File: src/rtl/game_pkg.sv
// Shared screen encoding and colour constants for the Flappy Bird video path.
package game_pkg;

  typedef enum logic [1:0] {
    S_START = 2'd0,
    S_GAME  = 2'd1,
    S_OVER  = 2'd2
  } screen_t;

  localparam int unsigned RGB_W = 12;
  localparam int unsigned CNT_W = 8;
  localparam logic [RGB_W-1:0] BLACK = 12'h000;

endpackage

File: src/rtl/rgb_if.sv
// Colour bundle from the three screen renderers into the final pixel mux.
interface rgb_if;
  import game_pkg::*;

  logic [RGB_W-1:0] rgb_start;
  logic [RGB_W-1:0] rgb_game;
  logic [RGB_W-1:0] rgb_gameover;
  logic             valid_start;
  logic             valid_game;
  logic             valid_gameover;

  modport in (
    input rgb_start, rgb_game, rgb_gameover,
    input valid_start, valid_game, valid_gameover
  );

  modport out (
    output rgb_start, rgb_game, rgb_gameover,
    output valid_start, valid_game, valid_gameover
  );
endinterface

File: src/rtl/frame_tick_gen.sv
// Vertical sync rising-edge detector: one-cycle pulse at the start of each frame.
module frame_tick_gen (
  input  logic clk,
  input  logic rst,
  input  logic vsync,
  output logic tick_c
);

  logic vsync_d;

  always_ff @(posedge clk or posedge rst) begin
    if (rst) vsync_d <= 1'b0;
    else     vsync_d <= vsync;
  end

  assign tick_c = vsync & ~vsync_d;

endmodule

File: src/rtl/screen_mux.sv
// Screen FSM and final pixel mux; the displayed screen only switches on frame ticks.
module screen_mux
  import game_pkg::*;
#(
  parameter int unsigned      HOLDOFF_FRAMES = 60,
  parameter logic [RGB_W-1:0] BG_COLOR       = 12'h000
) (
  input  logic             clk,
  input  logic             rst,
  rgb_if.in                rgb_in,
  input  logic             hsync_in,
  input  logic             vsync_in,
  input  logic             blank_in,
  input  logic             flap,
  input  logic             collision,
  output logic [RGB_W-1:0] rgb_out,
  output logic             hsync_out,
  output logic             vsync_out,
  output logic [1:0]       game_state,
  output logic             game_active
);

  localparam logic [CNT_W-1:0] HOLD = CNT_W'(HOLDOFF_FRAMES);

  screen_t          state, state_next;
  screen_t          disp;
  logic [CNT_W-1:0] cnt, cnt_next;
  logic             frame_tick;
  logic [RGB_W-1:0] src_rgb;
  logic             src_valid;
  logic [RGB_W-1:0] pix_c;

  frame_tick_gen u_tick (
    .clk    (clk),
    .rst    (rst),
    .vsync  (vsync_in),
    .tick_c (frame_tick)
  );

  // State register, holdoff counter and the frame-aligned displayed screen
  always_ff @(posedge clk or posedge rst) begin
    if (rst) begin
      state       <= S_START;
      cnt         <= '0;
      disp        <= S_START;
      game_active <= 1'b0;
    end else begin
      state       <= state_next;
      cnt         <= cnt_next;
      game_active <= (state_next == S_GAME);
      if (frame_tick) disp <= state;
    end
  end

  always_comb begin
    state_next = state;
    cnt_next   = cnt;
    case (state)
      S_START: if (flap) state_next = S_GAME;
      S_GAME: begin
        if (collision) begin
          state_next = S_OVER;
          cnt_next   = '0;
        end
      end
      S_OVER: begin
        if (frame_tick && (cnt < HOLD)) cnt_next = cnt + CNT_W'(1);
        if (flap && (cnt == HOLD)) state_next = S_START;
      end
      default: state_next = S_START;
    endcase
  end

  assign game_state = state;

  // Source select; an unknown screen code falls through to the background colour
  always_comb begin
    src_rgb   = BLACK;
    src_valid = 1'b0;
    case (disp)
      S_START: begin
        src_rgb   = rgb_in.rgb_start;
        src_valid = rgb_in.valid_start;
      end
      S_GAME: begin
        src_rgb   = rgb_in.rgb_game;
        src_valid = rgb_in.valid_game;
      end
      S_OVER: begin
        src_rgb   = rgb_in.rgb_gameover;
        src_valid = rgb_in.valid_gameover;
      end
      default: begin
        src_rgb   = BLACK;
        src_valid = 1'b0;
      end
    endcase
  end

  assign pix_c = blank_in ? BLACK : (src_valid ? src_rgb : BG_COLOR);

  always_ff @(posedge clk or posedge rst) begin
    if (rst) begin
      rgb_out   <= BLACK;
      hsync_out <= 1'b0;
      vsync_out <= 1'b0;
    end else begin
      rgb_out   <= pix_c;
      hsync_out <= hsync_in;
      vsync_out <= vsync_in;
    end
  end

endmodule
File: src/flat_wrapper.sv
// flat-port wrapper written by rule: the top's interface ports become plain ports
module screen_mux_flat import game_pkg::*;
#(
  parameter int unsigned      HOLDOFF_FRAMES = 60,
  parameter logic [RGB_W-1:0] BG_COLOR       = 12'h000
)
  (clk, rst, hsync_in, vsync_in, blank_in, flap, collision, rgb_out, hsync_out, vsync_out, game_state, game_active, rgb_in_rgb_start, rgb_in_rgb_game, rgb_in_rgb_gameover, rgb_in_valid_start, rgb_in_valid_game, rgb_in_valid_gameover);
  rgb_if rgb_in_i ();
  input  logic clk;
  input  logic rst;
  input  logic hsync_in;
  input  logic vsync_in;
  input  logic blank_in;
  input  logic flap;
  input  logic collision;
  output logic [RGB_W-1:0] rgb_out;
  output logic hsync_out;
  output logic vsync_out;
  output logic [1:0] game_state;
  output logic game_active;
  input wire logic [$bits(rgb_in_i.rgb_start)-1:0] rgb_in_rgb_start;
  input wire logic [$bits(rgb_in_i.rgb_game)-1:0] rgb_in_rgb_game;
  input wire logic [$bits(rgb_in_i.rgb_gameover)-1:0] rgb_in_rgb_gameover;
  input wire logic [$bits(rgb_in_i.valid_start)-1:0] rgb_in_valid_start;
  input wire logic [$bits(rgb_in_i.valid_game)-1:0] rgb_in_valid_game;
  input wire logic [$bits(rgb_in_i.valid_gameover)-1:0] rgb_in_valid_gameover;
  assign rgb_in_i.rgb_start = rgb_in_rgb_start;
  assign rgb_in_i.rgb_game = rgb_in_rgb_game;
  assign rgb_in_i.rgb_gameover = rgb_in_rgb_gameover;
  assign rgb_in_i.valid_start = rgb_in_valid_start;
  assign rgb_in_i.valid_game = rgb_in_valid_game;
  assign rgb_in_i.valid_gameover = rgb_in_valid_gameover;
  screen_mux #(.HOLDOFF_FRAMES(HOLDOFF_FRAMES), .BG_COLOR(BG_COLOR)) u_core (.clk(clk), .rst(rst), .rgb_in(rgb_in_i), .hsync_in(hsync_in), .vsync_in(vsync_in), .blank_in(blank_in), .flap(flap), .collision(collision), .rgb_out(rgb_out), .hsync_out(hsync_out), .vsync_out(vsync_out), .game_state(game_state), .game_active(game_active));
endmodule
File: config.mk
export PLATFORM = sky130hd
export DESIGN_NAME = screen_mux_flat
export DESIGN_NICKNAME = d
export VERILOG_FILES = /design/src/rtl/game_pkg.sv /design/src/rtl/rgb_if.sv /design/src/rtl/frame_tick_gen.sv /design/src/rtl/screen_mux.sv /design/src/flat_wrapper.sv
export SDC_FILE = /design/constraint.sdc
export NUM_CORES = 1
export LEC_CHECK = 0
export CAP_MARGIN = 10
export CELL_PAD_IN_SITES_DETAIL_PLACEMENT = 1
export CELL_PAD_IN_SITES_GLOBAL_PLACEMENT = 1
export CORE_MARGIN = 1.5
export CORE_UTILIZATION = 33
export DETAILED_ROUTE_END_ITERATION = 8
export PLACE_DENSITY_LB_ADDON = 0.2
export SLEW_MARGIN = 40
export SYNTH_ARGS = -nofsm -noshare
export SYNTH_HDL_FRONTEND = slang
export SYNTH_SLANG_ARGS = --single-unit
export TNS_END_PERCENT = 50
File: constraint.sdc
create_clock -name clk -period 3 [get_ports clk]
set_clock_uncertainty 0.2 [all_clocks]
set_input_delay 0.6 -clock clk [delete_from_list [all_inputs] [get_ports clk]]
set_output_delay 0.6 -clock clk [all_outputs]
set_load 0.05 [all_outputs]
* Yosys cells after proc, flatten, opt, wreduce, memory -nomap -nowiden
Index checks and enable logic that the tools add are counted.
Widths: inputs -> output; s select.
** Word-level totals
- Register bits :: 27
- Output and inout bits :: 17
- Logic and storage cells :: 36
- Input port bits :: 46
** Cells by class
- Reduce and logical (&&, ||, !) cells :: 6
- Equality and inequality tests :: 8
- Bitwise operators :: 2
- Multiplexer cells :: 11
- Magnitude comparators :: 1
- $add $sub $neg :: 1
** Operators by type and width (count)
- $pmux 12 s3 :: 1
- $mux 12 :: 2
- $mux 8 :: 2
- $pmux 8 s2 :: 1
- $add 8x1->8 const B :: 1
- $eq 8x6->1 const B :: 1
- $lt 8x6->1 const B :: 1
- $eq 2x1->1 const B :: 3
- $mux 2 :: 3
- $pmux 2 s3 :: 1
- $eq 2x2->1 const B :: 2
- $logic_not 2->1 :: 2
- $pmux 1 s3 :: 1
- $reduce_and 3->1 :: 1
- $logic_and 1x1->1 :: 2
- $ne 2x1->1 const B :: 1
- $ne 2x2->1 const B :: 1
- $reduce_bool 2->1 :: 1
- $and 1x1->1 :: 1
- $not 1->1 :: 1

* Depth between registers and ports, before layout
Gate-level depths: netlist (run 1).
- Word-level depth :: 5
- Mapped depth :: 5
- Depth with buffers taken out :: 5

* Hierarchy
A second synthesis (run 1) with hierarchy kept.
** Second synthesis, totals
- Cells, all modules :: 117
- Area, all modules :: 1370.1 µm²
** By module, submodules not included
- screen_mux :: sequential area each 675.6 µm², area each 1327.5 µm², times used 1, cells each 114
- frame_tick_gen :: sequential area each 25.0 µm², area each 42.5 µm², times used 1, cells each 3

* Worst setup path after synthesis (run 1)
OpenSTA, ideal clock, no wires.
- Path type :: reg2reg
- From :: register u_core.state[0] (netlist: u_core.game_state[0])
- To :: register u_core.cnt[6]
- Arrival time :: 1.245 ns
- Setup time :: 0.120 ns
- Clock period less this slack :: 1.565 ns
- Data required time :: 2.680 ns
- Buffers on the path :: 0
- Stages on the path, launching flop included :: 3
- Setup slack :: 1.435 ns
- Cell sequence :: dfrtp_1 > nand3b_1 > and2_2
** Between the ends
- Cells in the longest elaborated chain, start to end :: 3
- Elaborated cells on any way between the ends :: 7
- Classes of those cells :: eq/ne: 4; mux: 1; reduce/logical: 2
** Ends and longest elaborated chain
- start: declaration :: RTL line screen_mux.sv:25 : screen_t state, state_next;
- start signal: assignment :: RTL line screen_mux.sv:48 : state <= state_next;
- $eq 2x2->1 or $eq 2x1->1 (tied branches) :: RTL line screen_mux.sv:58 : case (state)
- $ne 2x1->1 (no line) (tied with other cells)
- $reduce_and 3->1 (no line)
- end signal: assignment :: RTL line screen_mux.sv:49 : cnt <= cnt_next;
- end: declaration :: RTL line screen_mux.sv:27 : logic [CNT_W-1:0] cnt, cnt_next;
Parallel ways exist; a longest one is shown, timed or not.
A chain may end at the register's enable or synchronous reset.

* Final worst setup path (run 1)
- From :: register u_core.state[0] (netlist: u_core.game_state[0])
- To :: output game_state[0]
** RTL lines
- end: declaration :: RTL line flat_wrapper.sv:19 : output logic [1:0] game_state;
No word-level cell between the ends.

==> metrics.log, run 1 <==
[metrics] die span in y: between 60 and 70 microns
[metrics] Clock Pin Slew Worst Setup and Hold Paths: around 90 ps
[metrics] quantity of hold-fixing buffers added after cts: 0
[metrics] slack of the worst reg-to-reg path: roughly 1100 ps
[metrics] FF+latch count, synth: 27
[metrics] Remaining DRCs: 0
[metrics] number of setup violations in the final report: 0
[metrics] post-route total power: 1.58 mW
[metrics] sequential area share after synthesis: 48.5%
[metrics] instance area at placement: slightly above 0.002 sq mm
[metrics] # rows: 23
[metrics] global router's overall resource usage: between 10% and 20%
[metrics] slowest library cell on the worst path: sky130_fd_sc_hd__clkdlybuf4s50_1
[metrics] crit-path leading delay family: buffers and inverters
[metrics] combined area of the multi-input logic cells: 661 sq um
[metrics] largest net degree at the start of global routing: 28
[metrics] vias per cell: 5.12
[metrics] Buffers on Ports: 62
[metrics] cell at the root of the clock tree: sky130_fd_sc_hd__clkbuf_8
[metrics] worst hold-check slack: around 320 ps
[metrics] end point of the most critical hold path: u_core.cnt[4]$_DFFE_PP0P_
[metrics] Starting Density: between 30% and 40%
[metrics] remaining global-route overflow: 0
[metrics] H-tree lvl count: 1
[metrics] CP Max Fanout: 7
[metrics] mean area per synthesized cell: 12.2 sq um
[metrics] global-route wire length before repair: 5650 microns
[metrics] Sequential cell area: 676 sq um
[metrics] LEAKAGE: 0.921 nW
[metrics] Num CTS Buffers: 3
[metrics] fin crit share: 79.2%
[metrics] post-synthesis instance total: 114
[metrics] commonest non-fill, non-tap cells in the layout: 62 x sky130_fd_sc_hd__clkdlybuf4s50_1, 27 x sky130_fd_sc_hd__dfrtp_1, 18 x sky130_fd_sc_hd__mux2i_1
[metrics] Max stage delay on crit path: between 800 and 900 ps
[metrics] origin of the critical flop-to-flop path: u_core.disp[1]$_DFFE_PP0P_
[metrics] endpoint of the worst-slack reg-to-reg timing path: u_core.rgb_out[0]$_DFF_PP0_
[metrics] layout overhead on the synthesized area: 50.4%
[metrics] Worst Path Class, Setup: reg2out
[metrics] critical path, cell by cell: clkdlybuf4s50_1
[metrics] vias in the first global route: 1170
[metrics] antenna violations before repair: 0
[metrics] number of sinks driven by the clock tree: 27
[metrics] type of the tightest min-delay check: reg2reg
[metrics] HPWL Detailed: 2810 microns
[metrics] fraction of layout instances using a drive strength above 1: 13.1%
[metrics] top_reg_cell synth: sky130_fd_sc_hd__dfrtp_1
[metrics] setup TNS after final layout: 0 ps
[metrics] R2R cell count: 3
[metrics] crit start category: register
[metrics] CTS tree: built
[metrics] Final GP Congestion: 0.740
[metrics] number of cells on the worst hold path: 1
[metrics] fin worst setup slack: roughly 630 ps
[metrics] remaining antenna violation count after routing: 0
[metrics] WL final: between 3000 and 4000 microns
[metrics] biggest area contributors in the synthesized netlist: sky130_fd_sc_hd__dfrtp_1 48%, sky130_fd_sc_hd__mux2i_1 13%, sky130_fd_sc_hd__a2bb2oi_1 7.5%
[metrics] DR vias: 1158
[metrics] number of DRC violations after detailed-routing iteration 0: 34
[metrics] core area: 0.00403 sq mm
[metrics] synthesized area: 0.00139 sq mm
[metrics] post-route minimum period: 2370 ps
[metrics] count of cell types in the netlist: 28
[metrics] actual transition at the worst max-transition pin: between 700 and 800 ps
[metrics] proportion of register bits with asynchronous set or reset after synthesis: 100%
[metrics] total number of nets in the final design: 225
[metrics] utilization of the core after routing: ~52%
[metrics] kind of end point of the critical path: output pin
[metrics] Max VDD drop: 0.300 mV
[metrics] Non-Filler Instances: about 230
[metrics] Placed Cells incl. Taps: 222
[metrics] cell accounting for the most synthesized area: sky130_fd_sc_hd__dfrtp_1
[metrics] post-CTS setup buffer count: 0
[metrics] setup slack after placement: 721 ps
[metrics] data required time at the worst endpoint: 2200 ps
[metrics] antenna diode count: 0
[metrics] post-DR wirelength/cell: 16.1 microns
[metrics] DR pass1 iterations: 4
[metrics] clock insertion delay at the later pin of the skew report: 270 ps
[metrics] run status: finished clean
[metrics] Post-synth EDFFs: 0
[metrics] arrival time at the worst endpoint: 1570 ps
[metrics] maximum capacitance violations: 0
[metrics] normalized max-slew margin: between 40% and 50%
[metrics] maximum buffer depth of the clock tree: 2
[metrics] unrepaired setup endpoints after global routing: false
[metrics] final hold violations: 0
[metrics] die area: 0.00462 sq mm
[metrics] number of resized instances in the post-cts repair step: 0
[metrics] min-delay src: u_core.cnt[4]$_DFFE_PP0P_
[metrics] total power density per cell area: 752 mW/mm^2
[metrics] x dimension of the die: between 60 and 70 microns
[metrics] maximum operating frequency: roughly 420 MHz
[metrics] I/O pin total: 63
[metrics] Filler Cell Count: approximately 430
[metrics] total non-filler cell area in the finished layout: 0.00210 sq mm
[metrics] leading cell type in the layout, fill and taps excluded: sky130_fd_sc_hd__clkdlybuf4s50_1
[metrics] number of nets in the synthesized netlist: 162
[metrics] post-synth top area share: 48.5%
[metrics] count of buffer and inverter cells on the critical path: 1
[metrics] Syn. warnings: 0
[metrics] number of slew-limit violations in the final report: 0
synthesized netlist by cell type (2+ instances only):
master / number
sky130_fd_sc_hd__and3_1: 2
sky130_fd_sc_hd__a2bb2oi_1: 12
sky130_fd_sc_hd__nor3_1: 2
sky130_fd_sc_hd__mux2_2: 2
sky130_fd_sc_hd__inv_1: 4
sky130_fd_sc_hd__nand2b_1: 2
sky130_fd_sc_hd__nand4_1: 4
sky130_fd_sc_hd__buf_6: 2
sky130_fd_sc_hd__a211oi_1: 2
sky130_fd_sc_hd__nor3_2: 10
sky130_fd_sc_hd__mux2i_1: 18
sky130_fd_sc_hd__nand2_1: 8
sky130_fd_sc_hd__nor2_1: 2
sky130_fd_sc_hd__clkbuf_1: 2
sky130_fd_sc_hd__dfrtp_1: 27
sky130_fd_sc_hd__ha_1: 2
sky130_fd_sc_hd__and2_1: 2
routing by layer:
layer / wire length, microns / track usage [%] / vias to the layer above / share of wire, %
li1: - / - / 542 / -
met1: 1500 / 20.8 / 578 / 41
met2: 1850 / 28.2 / 33 / 51
met3: 237 / 3.45 / 5 / 6.5
met4: 40 / 5.25 / 0 / 1.1
met5: 0 / 0 / - / 0
worst max-delay path by stage:
| stage | start | end | slack (ps) | cells after the start |
|---|---|---|---|---|
| after floorplan | u_core.game_state[0]$_DFF_PP0_ | u_core.cnt[6]$_DFFE_PP0P_ | 1430 | 2 |
| after global placement | rgb_in_valid_gameover | u_core.rgb_out[0]$_DFF_PP0_ | 780 | 4 |
| after CTS | u_core.game_state[0]$_DFF_PP0_ | game_state[0] | 610 | 1 |
| after global routing | u_core.game_state[0]$_DFF_PP0_ | game_state[0] | 550 | 1 |
| after detailed placement | rgb_in_valid_gameover | u_core.rgb_out[11]$_DFF_PP0_ | 720 | 4 |
| final | u_core.game_state[0]$_DFF_PP0_ | game_state[0] | 630 | 1 |
final cells by class:
| type | instances | area share, % |
|---|---|---|
| multi-input cells | 77 | 31.5 |
| well taps | 50 | 2.99 |
| repair buffers | 64 | 30.3 |
| flip-flops and latches | 27 | 32.2 |
| clock inverters | 1 | 0.239 |
| inverters | 4 | 0.716 |
| clock buffers | 3 | 1.97 |
cell families (layout without fill, tap and decap cells):
logic type	Yosys count	in the layout	share of synthesized area, %
DFF	27	27	48.5
AOI/OAI and AO/OA	17	17	11.0
adders and majority gates	2	2	1.80
and+or+nand+nor	38	38	20.1
muxes	20	20	14.5
buffers and inverters	10	72	4.13
power by group:
part	switching, mW	total (mW)	internal [mW]
logic	0.466	0.833	0.367
registers	0.0980	0.538	0.440
clock network	0.111	0.205	0.0930
flip-flops by register name, indices dropped and copies added, names as in the netlist:
register	cells
u_core.cnt	8
u_core.disp	2
u_core.game_active	1
u_core.game_state	2
u_core.hsync_out	1
u_core.rgb_out	12
u_core.vsync_out	1
worst reg2reg max path, stage by stage (launching register included):
cell and delay, ps:
sky130_fd_sc_hd__dfrtp_1 620, sky130_fd_sc_hd__mux2i_1 280, sky130_fd_sc_hd__a2bb2oi_2 600, sky130_fd_sc_hd__nor3_1 100
Note: power is estimated with default switching activity, not from simulation.
==> run 2, diff against run 1 <==
--- a/config.mk
+++ b/config.mk
@@ -9,7 +9,7 @@
 export CELL_PAD_IN_SITES_DETAIL_PLACEMENT = 1
 export CELL_PAD_IN_SITES_GLOBAL_PLACEMENT = 1
 export CORE_MARGIN = 1.5
-export CORE_UTILIZATION = 33
+export CORE_UTILIZATION = 28
 export DETAILED_ROUTE_END_ITERATION = 8
 export PLACE_DENSITY_LB_ADDON = 0.2
 export SLEW_MARGIN = 40
==> constraint.sdc (replaced) <==
create_clock -name clk -period 2.1 [get_ports clk]
set_clock_uncertainty 0.2 [all_clocks]
set_input_delay 0.42 -clock clk [delete_from_list [all_inputs] [get_ports clk]]
set_output_delay 0.42 -clock clk [all_outputs]
set_load 0.05 [all_outputs]
==> run 2 against run 1 <==
Net effect:
- setup slack worse by 570 ps
- power grew 46%
- register-to-register slack got worse by 630 ps
- cell count up 9.3%
- first-iteration DRC count grew 29%
- flip-flop and latch count stayed put
- largest cell class unchanged
- largest power group unchanged
- highest routed layer unchanged
==> metrics.log, run 2 (synthesis results as in run 1) <==
[metrics] combined area of the multi-input logic cells: 661 sq um (unchanged)
[metrics] max FFs per register: 12 (unchanged)
[metrics] data required time at the worst endpoint: 1480 ps (-720 ps)
[metrics] post-route total power: 2.30 mW (+46%)
[metrics] Top Registers: u_core.rgb_out x12, u_core.cnt x8
[metrics] unrepaired setup endpoints after global routing: false
[metrics] crit-path leading delay family: buffers and inverters
[metrics] number of setup violations in the final report: 0 (unchanged)
[metrics] R2R cell count: 4 (+1)
[metrics] Starting Density: 29.3% (-5.3 points)
[metrics] critical path, cell by cell: clkdlybuf4s50_1
[metrics] Remaining DRCs: 0 (unchanged)
[metrics] x dimension of the die: 73.6 microns (+8.2%)
[metrics] global router's overall resource usage: 15.1% (-1.3 points)
[metrics] vias per cell: 4.76 (-7.1%)
[metrics] vias in the first global route: 1299 (+11%)
[metrics] post-DR wirelength/cell: 15.9 microns (-1.2%)
[metrics] core area: 0.00475 sq mm (+18%)
[metrics] Worst Path Class, Setup: reg2out
[metrics] number of DRC violations after detailed-routing iteration 0: 44 (+29%)
[metrics] run status: finished clean
[metrics] remaining global-route overflow: 0 (unchanged)
[metrics] end point of the critical path: rgb_out[1]
[metrics] Clock Pin Slew Worst Setup and Hold Paths: 90 ps (about the same)
[metrics] kind of end point of the critical path: output pin
[metrics] actual transition at the worst max-transition pin: 527 ps (-232 ps)
[metrics] antenna diode count: 0 (unchanged)
[metrics] CTS tree: built
[metrics] WL final: 3920 microns (+8.0%)
[metrics] Biggest register: u_core.rgb_out
[metrics] largest net degree at the start of global routing: 27 (-3.6%)
[metrics] arrival time at the worst endpoint: 1420 ps (-150 ps)
[metrics] net switching component of the power: 0.991 mW (+47%)
[metrics] Non-Filler Instances: 247 (+9.3%)
[metrics] fraction of power consumed by sequential logic: 31.9% (-2.2 points)
[metrics] DR pass1 iterations: 4 (unchanged)
[metrics] origin of the critical flop-to-flop path: u_core.disp[1]$_DFFE_PP0P_
[metrics] # rows: 25 (+8.7%)
[metrics] remaining antenna violation count after routing: 0 (unchanged)
[metrics] number of slew-limit violations in the final report: 0 (unchanged)
[metrics] leading cell type in the layout, fill and taps excluded: sky130_fd_sc_hd__clkdlybuf4s50_1
[metrics] crit start category: register
[metrics] setup TNS after final layout: 0 ps (unchanged)
[metrics] maximum capacitance violations: 0 (unchanged)
[metrics] Buffers on Ports: 62 (unchanged)
[metrics] commonest non-fill, non-tap cells in the layout: 57 x sky130_fd_sc_hd__clkdlybuf4s50_1, 27 x sky130_fd_sc_hd__dfrtp_1, 18 x sky130_fd_sc_hd__mux2i_1
[metrics] Placed Cells incl. Taps: 243 (+9.5%)
[metrics] HPWL Detailed: 3010 microns (+7.2%)
[metrics] quantity of hold-fixing buffers added after cts: 0 (unchanged)
[metrics] instance count on the critical path: 1 (unchanged)
[metrics] DR vias: 1176 (+1.6%)
[metrics] count of buffer and inverter cells on the critical path: 1 (unchanged)
[metrics] number of sinks driven by the clock tree: 27 (unchanged)
[metrics] normalized max-slew margin: 64.8% (+15 points)
[metrics] Max VDD drop: 0.716 mV (+140%)
[metrics] Sequential cell area: 676 sq um (unchanged)
[metrics] I/O pin total: 63 (unchanged)
[metrics] fin crit share: a little over nine tenths
[metrics] maximum buffer depth of the clock tree: 2 (unchanged)
[metrics] slack of the worst reg-to-reg path: 430 ps (-630 ps)
[metrics] slowest library cell on the worst path: sky130_fd_sc_hd__clkdlybuf4s50_1
[metrics] global-route wire length before repair: 6270 microns (+11%)
[metrics] endpoint of the worst-slack reg-to-reg timing path: u_core.rgb_out[6]$_DFF_PP0_
[metrics] Num CTS Buffers: 3 (unchanged)
[metrics] post-route minimum period: 2040 ps
[metrics] clock insertion delay at the later pin of the skew report: 270 ps (about the same)
[metrics] total power density per cell area: 1080 mW/mm^2 (+44%)
[metrics] Final GP Congestion: 0.721 (-2.6%)
[metrics] setup slack after placement: 155 ps (-566 ps)
[metrics] combinational share of power: 55.2% (+2.3 points)
[metrics] fin worst setup slack: 59.8 ps (-565 ps)
[metrics] CP Max Fanout: 1 (-6)
[metrics] cell at the root of the clock tree: sky130_fd_sc_hd__clkbuf_8
[metrics] total number of nets in the final design: 229 (+1.8%)
[metrics] H-tree lvl count: 1 (unchanged)
[metrics] maximum operating frequency: between 400 and 500 MHz
[metrics] internal power of the cells: 1.31 mW (+46%)
[metrics] LEAKAGE: 0.944 nW (+2.5%)
[metrics] Max stage delay on crit path: 820 ps (-20 ps)
[metrics] start point of the critical path: u_core.rgb_out[1]$_DFF_PP0_
[metrics] final hold violations: 0 (unchanged)
[metrics] fraction of layout instances using a drive strength above 1: 17.2% (+4.2 points)
[metrics] switching share of power: 43.0% (+0.077 points)
[metrics] worst hold-check slack: 83.7 ps (-232 ps)
[metrics] type of the tightest min-delay check: in2async
[metrics] post-CTS setup buffer count: 0 (unchanged)
[metrics] die area: 0.00541 sq mm (+17%)
[metrics] layout overhead on the synthesized area: 53.1%
[metrics] clock network fraction of design power: 13.0% (about the same)
[metrics] number of resized instances in the post-cts repair step: 0 (unchanged)
[metrics] die span in y: 73.6 microns (+8.2%)
[metrics] antenna violations before repair: 0 (unchanged)
[metrics] Filler Cell Count: 530 (+24%)
-- run 2: cell types whose count changed in the layout (fill, tap and decap cells not counted) --
cell,change
sky130_fd_sc_hd__buf_4,+9
sky130_fd_sc_hd__clkdlybuf4s50_1,-5
sky130_fd_sc_hd__clkbuf_1,+1
sky130_fd_sc_hd__clkinv_2,-1
-- run 2: layout make-up --
| cell class | instances | share of cell area [%] |
|---|---|---|
| inverter | 4 | 0.704 |
| clock buffer | 4 | 2.11 |
| tap | 67 | 3.93 |
| sequential | 27 | 31.7 |
| multi-input combinational | 77 | 31.0 |
| timing repair buffer | 68 | 30.6 |
-- run 2: metrics by stage --
step                util, %  area (sq um)
global route           44.9          2130
detailed placement     43.9          2090
global placement       43.9          2090
finish                 44.9          2130
CTS                    44.9          2130
floorplan                 -          1390
-- run 2: routing by layer --
layer	wire length, microns	global-route usage, %
met1	1640	18.5
met2	1990	27.0
met3	267	2.88
met4	27	4.12
met5	0	0
-- run 2: power groups by stage --
stage,registers [mW],logic [mW],clock network (mW)
after global routing,0.758,1.36,0.327
final,0.734,1.27,0.299
after global placement,0.740,1.26,0
after CTS,0.737,1.30,0.309
after detailed placement,0.748,1.29,0
after floorplan,1.00,0.639,0
-- run 2: how the worst min path moves through the flow --
| stage | start | to | slack (ps) | cells past startpoint |
|---|---|---|---|---|
| after floorplan | hsync_in | u_core.hsync_out$_DFF_PP0_ | 250 | 0 |
| after global placement | u_core.cnt[4]$_DFFE_PP0P_ | u_core.cnt[4]$_DFFE_PP0P_ | 280 | 1 |
| after detailed placement | u_core.cnt[4]$_DFFE_PP0P_ | u_core.cnt[4]$_DFFE_PP0P_ | 300 | 1 |
| after CTS | rst | u_core.hsync_out$_DFF_PP0_ | 80 | 2 |
| after global routing | rst | u_core.hsync_out$_DFF_PP0_ | 70 | 2 |
| final | rst | u_core.hsync_out$_DFF_PP0_ | 80 | 2 |
